[src/rtl/mul_div_unit.sv]
// mul_div_unit: iterative 32x32 multiply / 32/32 divide unit with HI/LO registers.
// MULTU/MULT use radix-2 shift-add, DIVU/DIV use restoring shift-subtract;
// each takes 32 iterations on one shared add/sub datapath, then a sign-fix cycle.
// Optional feature: define MDU_DIV0_TRAP_EN to make divide-by-zero finish at once
// with err_out set and HI/LO untouched; without it err_out is tied low and a zero
// divisor runs the normal path.
module mul_div_unit (
  input  logic        clk_in,
  input  logic        rst_n_in,
  input  logic        start_in,
  input  logic [1:0]  op_in,
  input  logic [31:0] A_in,
  input  logic [31:0] B_in,
  input  logic        hi_we_in,
  input  logic        lo_we_in,
  output logic        busy_out,
  output logic        done_out,
  output logic [31:0] HI_out,
  output logic [31:0] LO_out,
  output logic        err_out
);

  typedef enum logic [1:0] {
    IDLE = 2'd0,
    CALC = 2'd1,
    FIX  = 2'd2,
    DONE = 2'd3
  } state_t;

  state_t      state_r;
  logic [1:0]  op_r;
  logic [31:0] a_r;        // multiplier (low product half) or dividend/quotient
  logic [31:0] b_r;        // multiplicand or divisor magnitude
  logic [31:0] acc_r;      // high product half or partial remainder
  logic [4:0]  cnt_r;
  logic        sign_a_r;
  logic        sign_b_r;
  logic [31:0] hi_r;
  logic [31:0] lo_r;
  logic        done_r;

  logic [32:0] add_x_s;
  logic [32:0] add_y_s;
  logic [32:0] sum_s;
  logic [63:0] prod_fix_s;
  logic [31:0] quo_fix_s;
  logic [31:0] rem_fix_s;
  logic [31:0] fix_hi_s;
  logic [31:0] fix_lo_s;
  logic        trap_s;

  // Magnitude of a value when the operation is signed, raw value otherwise.
  function automatic logic [31:0] mag32(input logic [31:0] v, input logic is_signed);
    if (is_signed && v[31]) begin
      return 32'd0 - v;
    end else begin
      return v;
    end
  endfunction

  assign busy_out = (state_r != IDLE);
  assign done_out = done_r;
  assign HI_out   = hi_r;
  assign LO_out   = lo_r;

`ifdef MDU_DIV0_TRAP_EN
  logic err_r;
  assign err_out = err_r;
`else
  assign err_out = 1'b0;
`endif

  // Detect a divide-by-zero request that should short-circuit to DONE.
  always_comb begin
    trap_s = 1'b0;
`ifdef MDU_DIV0_TRAP_EN
    if (op_in[1] && (B_in == 32'd0)) begin
      trap_s = 1'b1;
    end else begin
      trap_s = 1'b0;
    end
`endif
  end

  // Shared add/sub: add multiplicand for multiply, trial-subtract divisor for divide.
  always_comb begin
    add_y_s = {1'b0, b_r};
    if (op_r[1]) begin
      add_x_s = {acc_r, a_r[31]};
      sum_s   = add_x_s - add_y_s;
    end else begin
      add_x_s = {1'b0, acc_r};
      sum_s   = add_x_s + add_y_s;
    end
  end

  // Sign correction of the raw unsigned result and HI/LO selection.
  always_comb begin
    prod_fix_s = {acc_r, a_r};
    quo_fix_s  = a_r;
    rem_fix_s  = acc_r;
    if (sign_a_r ^ sign_b_r) begin
      prod_fix_s = 64'd0 - {acc_r, a_r};
      quo_fix_s  = 32'd0 - a_r;
    end else begin
      prod_fix_s = {acc_r, a_r};
      quo_fix_s  = a_r;
    end
    if (sign_a_r) begin
      rem_fix_s = 32'd0 - acc_r;
    end else begin
      rem_fix_s = acc_r;
    end
    if (op_r[1]) begin
      fix_hi_s = rem_fix_s;
      fix_lo_s = quo_fix_s;
    end else begin
      fix_hi_s = prod_fix_s[63:32];
      fix_lo_s = prod_fix_s[31:0];
    end
  end

  // Control FSM, iteration datapath and HI/LO registers.
  always_ff @(posedge clk_in or negedge rst_n_in) begin
    if (!rst_n_in) begin
      state_r  <= IDLE;
      op_r     <= 2'd0;
      a_r      <= 32'd0;
      b_r      <= 32'd0;
      acc_r    <= 32'd0;
      cnt_r    <= 5'd0;
      sign_a_r <= 1'b0;
      sign_b_r <= 1'b0;
      hi_r     <= 32'd0;
      lo_r     <= 32'd0;
      done_r   <= 1'b0;
`ifdef MDU_DIV0_TRAP_EN
      err_r    <= 1'b0;
`endif
    end else begin
      case (state_r)
        IDLE: begin
          done_r <= 1'b0;
          if (hi_we_in) begin
            hi_r <= A_in;
          end
          if (lo_we_in) begin
            lo_r <= A_in;
          end
          if (start_in) begin
            op_r     <= op_in;
            a_r      <= mag32(A_in, op_in[0]);
            b_r      <= mag32(B_in, op_in[0]);
            sign_a_r <= op_in[0] & A_in[31];
            sign_b_r <= op_in[0] & B_in[31];
            acc_r    <= 32'd0;
            cnt_r    <= 5'd0;
            if (trap_s) begin
              state_r <= DONE;
              done_r  <= 1'b1;
`ifdef MDU_DIV0_TRAP_EN
              err_r   <= 1'b1;
`endif
            end else begin
              state_r <= CALC;
            end
          end
        end
        CALC: begin
          if (op_r[1]) begin
            // Restoring divide: keep the difference only when no borrow.
            if (sum_s[32]) begin
              acc_r <= add_x_s[31:0];
              a_r   <= {a_r[30:0], 1'b0};
            end else begin
              acc_r <= sum_s[31:0];
              a_r   <= {a_r[30:0], 1'b1};
            end
          end else begin
            // Shift-add multiply: the 65-bit {carry, acc, a} shifts right once.
            if (a_r[0]) begin
              acc_r <= sum_s[32:1];
              a_r   <= {sum_s[0], a_r[31:1]};
            end else begin
              acc_r <= {1'b0, acc_r[31:1]};
              a_r   <= {acc_r[0], a_r[31:1]};
            end
          end
          if (cnt_r == 5'd31) begin
            state_r <= FIX;
          end else begin
            cnt_r <= cnt_r + 5'd1;
          end
        end
        FIX: begin
          hi_r    <= fix_hi_s;
          lo_r    <= fix_lo_s;
          done_r  <= 1'b1;
          state_r <= DONE;
        end
        DONE: begin
          done_r  <= 1'b0;
`ifdef MDU_DIV0_TRAP_EN
          err_r   <= 1'b0;
`endif
          state_r <= IDLE;
        end
        default: begin
          done_r  <= 1'b0;
          state_r <= IDLE;
        end
      endcase
    end
  end

endmodule

[config.mk]
export PLATFORM = sky130hd
export DESIGN_NAME = mul_div_unit
export DESIGN_NICKNAME = d
export VERILOG_FILES = /design/src/rtl/mul_div_unit.sv
export SDC_FILE = /design/constraint.sdc
export NUM_CORES = 1
export LEC_CHECK = 0
export ABC_CLOCK_PERIOD_IN_PS = 4950
export CAP_MARGIN = 20
export CORE_AREA = 2 2 178 180
export DETAILED_ROUTE_END_ITERATION = 8
export DIE_AREA = 0 0 180 182
export PLACE_DENSITY = 0.79
export SYNTH_ARGS = -nofsm -noshare
export SYNTH_HDL_FRONTEND = slang
export SYNTH_SLANG_ARGS = --single-unit
[constraint.sdc]
create_clock -name clk_in -period 4.95 [get_ports clk_in]
set_clock_uncertainty 0.1 [all_clocks]
set_input_delay 1.485 -clock clk_in [delete_from_list [all_inputs] [get_ports clk_in]]
set_output_delay 1.485 -clock clk_in [all_outputs]
set_load 0.02 [all_outputs]
Word-level counts from Yosys, hierarchy flattened
Cells that the tools add are included.

word-level totals
  RAM bits = 0
  ROM bits = 0
  bits in latches = 0
  memories kept = 0
  input port bits = 71
  bits in registers = 172
  logic and storage cells = 74

operators by class
  add/sub/neg operators = 8
  reduce and logical (&&, ||, !) cells = 14
  multipliers = 0
  shift operators = 0
  muxes and demuxes = 29
  bitwise logic cells = 3
  $lt $le $gt $ge = 0
  div/mod/pow operators = 0
  eq/ne operators = 9

operators with widths
  kind                   count
  $mux 32                15
  $pmux 32 s2            4
  $sub 1x32->32 const A  4
  $mux 64                1
  $sub 1x64->64 const A  1
  $add 32x32->33         1
  $mux 33                1
  $sub 33x32->33         1
  $mux 5                 2
  $ne 2x2->1 const B     5
  $pmux 5 s2             1
  $reduce_and 2->1       5
  $pmux 2 s4             1
  $reduce_bool 2->1      4
  $add 5x1->5 const B    1
  $eq 5x5->1 const B     1
  $eq 2x2->1 const B     2
  $mux 2                 2
  $reduce_and 3->1       1
  $and 1x1->1            2
  $eq 2x1->1 const B     1
  $logic_and 1x1->1      2
  $logic_not 2->1        1
  $pmux 1 s2             1
  other kinds (3)        3

Longest topological paths before layout
Gate-level depths: netlist of run 1.

  word-level depth = 5
  mapped depth = 14
  gate-level depth less buffers = 12

Worst setup path after synthesis of run 1
OpenSTA, ideal clock, no wires.

  path type = input -> register
  start = input B_in[10]
  end = register b_r[29]
  cell stages on the path = 9
  data arrival time = 3.493 ns
  library setup time = 0.134 ns
  path slack = 1.223 ns
  cell sequence = nor4_1 -> nor4b_1 -> and2_0 -> clkbuf_1 -> nand3_1 -> or4_1 -> o31ai_1 -> xor2_1 -> o21ai_0

on the way
  cells in the longest elaborated chain, start to end = 2

ends and longest elaborated chain
  item                  RTL line  RTL
  start, declared       13        input logic [31:0] B_in,
  $sub 1x32->32         55        return 32'd0 - v;
  $mux 32               54        if (is_signed && v[31]) begin
  end signal, assigned  153       b_r <= mag32(B_in, op_in[0]);
  end, declared         33        logic [31:0] b_r;

No other way between the ends.
A chain may end at the register's enable or synchronous reset.

Worst setup path after layout of run 1
  start = register state_r[0]
  end = output busy_out

on the way
  cells in the longest elaborated chain, start to end = 1

ends and longest elaborated chain
  item                    RTL line  RTL
  start, declared         30        state_t state_r;
  start signal, assigned  126       state_r <= IDLE;
  start signal, assigned  159       state_r <= DONE;
  start signal, assigned  165       state_r <= CALC;
  $reduce_bool 2->1       61        assign busy_out = (state_r != IDLE);
  end, declared           16        output logic busy_out,

No other way between the ends.

==> impl_metrics.ini, run 1 <==
[status]
status = finished, final reports clean

[setup_path]
ff2ff_setup_slack_ns = 1.00
crit_fanout = 10
r2r_cells = 12
crit_chain = inv_1, ha_1, inv_1, clkdlybuf4s50_1
worstSetupStartpointType = flip-flop
critPathMostFrequentCell = inv_1
cp.arrival_ns = 2.55
critPathSlowestCell = clkdlybuf4s50_1
critPathKind = flip-flop to output port
worstReg2RegEnd = acc_r[1]$_DFFE_PN0P_
crit_path_end_kind = output port
crit_start = state_r[0]$_DFFE_PN0P_
cp.required_ns = 3.37
max_stage_delay_ns = 0.63
r2r-start = a_r[31]$_DFFE_PN0P_

[clocking]
cts.clk_slew.worst_paths_ns = 0.08
cts_tree = done
clock-root-buffer = clkbuf_16
cts_num_sinks = 171
holdBufCountCts = 0
post_cts_buffers = 0
cts_buffer_depth = 2
clk_latency_ns = 0.46
post_cts_resized = 0
numCtsBuffers = 17
htreeDepth = 4

[timing]
tightest_slew_ns = 1.00
setup_viol = 0
relSlewSlack = 0.332
min_period_ns = 4.13
rsz0062_at_grt = false
hold_viol_final = 0
setup_ws_ns = 0.819
finalSetupTns_ns = 0
fin_crit_sh = 0.835
slew_viol_final = 0
fmax_ghz = 0.242

[synth]
netlist_area_sq_um = 15000
syn_nets = 2064
syn_inst = 1917
ys.flop_type = dfrtp_1
ys_seq_elements = 171
ys_seq_area_frac = 0.285
synthArstFlopShare = 1.00
syn_area_per_cell_sq_um = 7.82
synth_edf_count = 0
synth_cell_types = 83
ys_warn_count = 0

[cells_and_area]
final_layout_size_suffix_gt1_frac = 0.0552
area_growth_pct = 15.1
layout_commonest_cell = nand2_1
antennaDiodeCount = 0
final_core_util = 0.557
final_nets = 2125
fin_area_sq_um = 17300
layout_common_cells = nand2_1, o21ai_0, dfrtp_1

[floorplanning]
core-area_sq_um = 31000
die_x_microns = 180
die_area_sq_um = 32800
start_util = 0.484
die_y_microns = 182
num_rows = 65
ioPinCount = 138

[min_path]
hp-start = LO_out[18]$_DFFE_PN0P_
hold_class = flip-flop to flip-flop
whs_path_depth = 1
min_to = LO_out[18]$_DFFE_PN0P_

[routing]
wl_per_cell_microns = 21.0
drt.antenna.violating_nets = 0
routed-via-count = 15100
drt-initial-drc-count = 1802
drc = 0
via_per_inst = 6.30
routed_wl_mm = 50.2
first_pass_iters = 8

[placed_design]
gp_congestion = 0.994
placed_area_sq_um = 16700
dp_slack_ns = 0.479
dp_hpwl_mm = 38.4
portBuffers = 136

[global_routing]
grt_max_degree = 103
grt_pass1_wl_mm = 79.2
grt_pass1_vias = 14200
grt_overflow_total = 0
antenna_found_initial = 0
grt_usage = 0.306

[power_and_ir_drop]
p_leak_nw = 7.35
cellPowerDensity_nw_per_um2 = 814
ir_drop_v = 0.000345

[run]
cap_viol_max_count = 0
==> report_power, final <==
part | internal (mW) | total, mW | switching [mW]
clock network | 0.723 | 1.41 | 0.687
logic | 3.84 | 9.70 | 5.86
registers | 2.08 | 2.94 | 0.861
==> worst max-delay path, delay by kind of cell, from the launching register on <==
family,cells,cell delay (ns)
flip-flops,1,0.42
adder cells (fa/ha/maj),1,0.58
buffers and inverters,3,1.10
==> Yosys cell counts (all sizes together), types with 9 or more instances <==
cell / n / area [sq um]
o211ai: 13 / 97.6
inv: 69 / 259
nand2b: 25 / 159
nand4: 13 / 81.3
dfrtp: 171 / 4280
nor4: 19 / 131
xor2: 73 / 639
nor3: 56 / 285
mux2: 12 / 139
a211oi: 31 / 238
xnor2: 96 / 841
ha: 74 / 926
a22o: 12 / 105
mux2i: 45 / 450
o21ai: 234 / 1170
a221oi: 11 / 96.3
a31oi: 22 / 138
o21bai: 9 / 67.6
and3: 15 / 93.8
or3: 14 / 87.6
buf: 25 / 131
a21o: 56 / 420
nand3: 30 / 150
and2: 15 / 93.8
nor2: 115 / 432
nand2: 241 / 905
or4: 13 / 105
o21a: 12 / 90.1
o31ai: 35 / 278
a21oi: 140 / 701
clkbuf: 103 / 387
nor2b: 17 / 106
==> final cells by class <==
cell class                      instances  area [sq um]
Clock buffer                           17           425
Multi-Input combinational cell       1548          9970
Tap cell                              402           503
Fill cell                            2832         13700
Timing Repair Buffer                  170          1640
Clock inverter                         15           180
Sequential cell                       171          4280
Inverter                               70           263
==> flip-flops by register name, summed over array words and instances, names as in the netlist <==
signal and count:
b_r 32, op_r 1, state_r 2, HI_out 32, a_r 32, sign_a_r 1, sign_b_r 1, LO_out 32
done_out 1, acc_r 32, cnt_r 5
==> cells by family (layout without fill, tap and decap cells) <==
group / after synthesis / after routing / synth area share
and+or+nand+nor: 601 / 601 / 0.191
AOI/OAI and AO/OA: 644 / 644 / 0.269
other: 1 / 1 / 0.000250
DFF: 171 / 171 / 0.285
xor gates and xnor gates: 169 / 169 / 0.0987
adders and majority gates: 76 / 76 / 0.0644
buffers and inverters: 198 / 272 / 0.0521
muxes: 57 / 57 / 0.0393
==> worst max path at each step <==
stage	slack, ns	endpoint	depth (start not counted)
after floorplan	1.22	b_r[29]$_DFFE_PN0P_	9
final	0.82	busy_out	4
after global placement	0.59	b_r[29]$_DFFE_PN0P_	9
after CTS	0.80	busy_out	4
after detailed placement	0.48	b_r[28]$_DFFE_PN0P_	10
after global routing	0.65	b_r[28]$_DFFE_PN0P_	10
==> routing by layer <==
metal | vias to the layer above | track usage | part of all wire
li1 | 7046 | - | -
met1 | 7056 | 0.409 | 0.41
met2 | 842 | 0.482 | 0.44
met3 | 131 | 0.0548 | 0.096
met4 | 0 | 0.143 | 0.046
met5 | - | 0 | 0
==> metrics by stage <==
stage               power [mW]  std cells  hold slack [ns]
detailed placement        12.4       2361            0.365
finish                    14.0       2393            0.379
global placement          12.2       2361            0.359
floorplan                 9.51       1917            0.378
global route              15.1       2393            0.406
CTS                       13.8       2393            0.381
(Power assumes the default switching activity.)
==> run 2, diff against run 1 <==
--- a/config.mk
+++ b/config.mk
@@ -5,12 +5,12 @@
 export SDC_FILE = /design/constraint.sdc
 export NUM_CORES = 1
 export LEC_CHECK = 0
-export ABC_CLOCK_PERIOD_IN_PS = 4950
+export ABC_CLOCK_PERIOD_IN_PS = 3700
 export CAP_MARGIN = 20
 export CORE_AREA = 2 2 178 180
 export DETAILED_ROUTE_END_ITERATION = 8
 export DIE_AREA = 0 0 180 182
-export PLACE_DENSITY = 0.79
+export PLACE_DENSITY = 0.82
 export SYNTH_ARGS = -nofsm -noshare
 export SYNTH_HDL_FRONTEND = slang
 export SYNTH_SLANG_ARGS = --single-unit
==> constraint.sdc (replaced) <==
create_clock -name clk_in -period 3.7 [get_ports clk_in]
set_clock_uncertainty 0.1 [all_clocks]
set_input_delay 1.11 -clock clk_in [delete_from_list [all_inputs] [get_ports clk_in]]
set_output_delay 1.11 -clock clk_in [all_outputs]
set_load 0.02 [all_outputs]
==> run 2 against run 1 <==
Routed wire length rose by 4.0%. Flip-flop and latch count did not move. Sequential share of layout area fell by 1.1 points. Power rose by 38%. Core utilization rose by 2.7 points. First-iteration DRC count fell by 10%. Global-route usage rose by 1.0 points. Critical path depth rose by 9. Clock power rose by 36%. Setup slack got worse by 0.66 ns. Worst hold slack got worse by 0.0011 ns. Cell area rose by 4.9%. Critical endpoint is now acc_r[1]$_DFFE_PN0P_. Highest routed layer is now met5.
==> impl_metrics.ini, run 2 (synthesis results as in run 1) <==
[floorplanning]
ioPinCount = 138
num_rows = 65
die_y_microns = 182
core-area_sq_um = 31000
die_x_microns = 180
start_util = 0.484
die_area_sq_um = 32800

[clocking]
cts_tree = done
cts_buffer_depth = 2
clk_latency_ns = 0.46
htreeDepth = 4
numCtsBuffers = 17
cts_num_sinks = 171
cts.clk_slew.worst_paths_ns = 0.08
clock-root-buffer = clkbuf_16

[setup_path]
critPathKind = flip-flop to flip-flop
ff2ff_setup_slack_ns = 0.16
critPathSlowestCell = dfrtp_1
crit_chain = ha_1, inv_1, fa_1, nor2b_1, o2111ai_1, a21oi_2, o2111ai_1, a21oi_1, buf_4, o31ai_1, a31o_4, mux2_4, o221ai_2
cp.arrival_ns = 3.81
crit_path_end_kind = flip-flop
worstSetupStartpointType = flip-flop
cp.required_ns = 3.97
cp.depth = 13
max_stage_delay_ns = 0.47
critPathMostFrequentCell = o2111ai_1
r2r-start = b_r[0]$_DFFE_PN0P_
r2r_cells = 13
worstReg2RegEnd = acc_r[1]$_DFFE_PN0P_
crit_fanout = 15
cp_top_family = compound AO/OA/AOI/OAI gates
path_buf_inv = 2

[routing]
drt.antenna.violating_nets = 0
via_per_inst = 6.24
drc = 0
routed_wl_mm = 52.2
drt-initial-drc-count = 1618
first_pass_iters = 6
wl_per_cell_microns = 20.9
routed-via-count = 15600

[placed_design]
gp_congestion = 1.04
dpl.cell_count = 2463
dp_hpwl_mm = 40.6
placed_area_sq_um = 17500
portBuffers = 136

[global_routing]
grt_pass1_wl_mm = 82.1
use_met3 = 0.0554
grt.busiest_layer = met2
grt_pass1_vias = 14700
grt_usage = 0.316
grt_overflow_total = 0
grt_max_degree = 96
antenna_found_initial = 1
use_met2 = 0.506
grtUsageMet1 = 0.408

[cells_and_area]
final_nets = 2227
final_layout_size_suffix_gt1_frac = 0.103
fillers = 2765
antennaDiodeCount = 0
layout.cells.non_filler = 2495
layout_common_cells = nand2_1, o21ai_0, dfrtp_1
final_core_util = 0.584
fin_area_sq_um = 18100
area_growth_pct = 20.8
layout_commonest_cell = nand2_1

[power_and_ir_drop]
p_total_mw = 19.4
cellPowerDensity_nw_per_um2 = 1070
ir_drop_v = 0.000561
p_leak_nw = 7.89

[timing]
slew_viol_final = 0
fmax_ghz = 0.282
hold_viol_final = 0
fin_crit_sh = 0.957
rsz0062_at_grt = false
min_period_ns = 3.54
relSlewSlack = 0.371
setup_viol = 0
tightest_slew_ns = 0.941

[min_path]
whs_path_depth = 2
hold_class = flip-flop to flip-flop
min_to = LO_out[11]$_DFFE_PN0P_
hp-start = LO_out[11]$_DFFE_PN0P_

[run]
cap_viol_max_count = 0

[status]
status = finished, final reports clean
==> run 2: changes by cell type in the layout (fill, tap and decap cells not counted), sizes merged <==
cell / change
buf: +102
clkinvlp: -1
inv: +1
==> run 2: report_power, final <==
group	internal, mW	total (mW)	switching, mW
sequential	2.78	3.82	1.04
combinational	5.52	13.6	8.10
clock	0.979	1.92	0.938
==> run 2: cell type report <==
cell class | instances | area (sq um) | area share
Clock buffer | 17 | 425 | 0.0235
Clock inverter | 15 | 194 | 0.0107
Inverter | 70 | 263 | 0.0145
Multi-Input combinational cell | 1548 | 9980 | 0.551
Sequential cell | 171 | 4280 | 0.237
Tap cell | 402 | 503 | 0.0278
Timing Repair Buffer | 272 | 2460 | 0.136
==> run 2: what timing repair did <==
action / CTS / global route
endpoints found under the setup margin: 0 / 9
buffers inserted: 0 / 0
resized for setup: 0 / 4
hold buffers: 0 / 0
==> run 2: worst max path at each step <==
stage | startpoint | end | slack (ns)
finish | b_r[0]$_DFFE_PN0P_ | acc_r[1]$_DFFE_PN0P_ | 0.16
global route | b_r[0]$_DFFE_PN0P_ | acc_r[1]$_DFFE_PN0P_ | 0.03
CTS | b_r[0]$_DFFE_PN0P_ | acc_r[1]$_DFFE_PN0P_ | 0.21
detailed placement | B_in[10] | b_r[29]$_DFFE_PN0P_ | -0.21
global placement | B_in[10] | b_r[29]$_DFFE_PN0P_ | -0.15
floorplan | B_in[10] | b_r[29]$_DFFE_PN0P_ | 0.35
==> run 2: routing by layer <==
metal	wire [microns]	vias to the layer above
met3	4800	159
met2	23200	854
met1	21200	7298
met4	2960	2
li1	-	7247
met5	13	-
==> run 2: stage by stage <==
stage / hold slack [ns] / setup WS (ns) / setup TNS (ns)
6_report: 0.378 / 0.160 / 0
5_1_grt: 0.401 / 0.0295 / 0
4_1_cts: 0.386 / 0.214 / 0
3_5_place_dp: 0.369 / -0.210 / -0.539
3_3_place_gp: 0.361 / -0.149 / -0.291
2_1_floorplan: 0.378 / 0.348 / 0
==> run 2: worst reg2reg max path, stage by stage, from the launching register on <==
cell       delay (ns)
dfrtp_1          0.47
ha_1             0.28
inv_1            0.08
fa_1             0.20
nor2b_1          0.07
o2111ai_1        0.35
a21oi_2          0.12
o2111ai_1        0.27
a21oi_1          0.14
buf_4            0.17
o31ai_1          0.31
a31o_4           0.40
mux2_4           0.35
o221ai_2         0.15
==> run 3, diff against run 2 <==
--- a/config.mk
+++ b/config.mk
@@ -11,6 +11,7 @@
 export DETAILED_ROUTE_END_ITERATION = 8
 export DIE_AREA = 0 0 180 182
 export PLACE_DENSITY = 0.82
+export SLEW_MARGIN = 20
 export SYNTH_ARGS = -nofsm -noshare
 export SYNTH_HDL_FRONTEND = slang
 export SYNTH_SLANG_ARGS = --single-unit
==> results of run 3 <==
The final DEF is identical to that of run 2; final timing and power are the same.
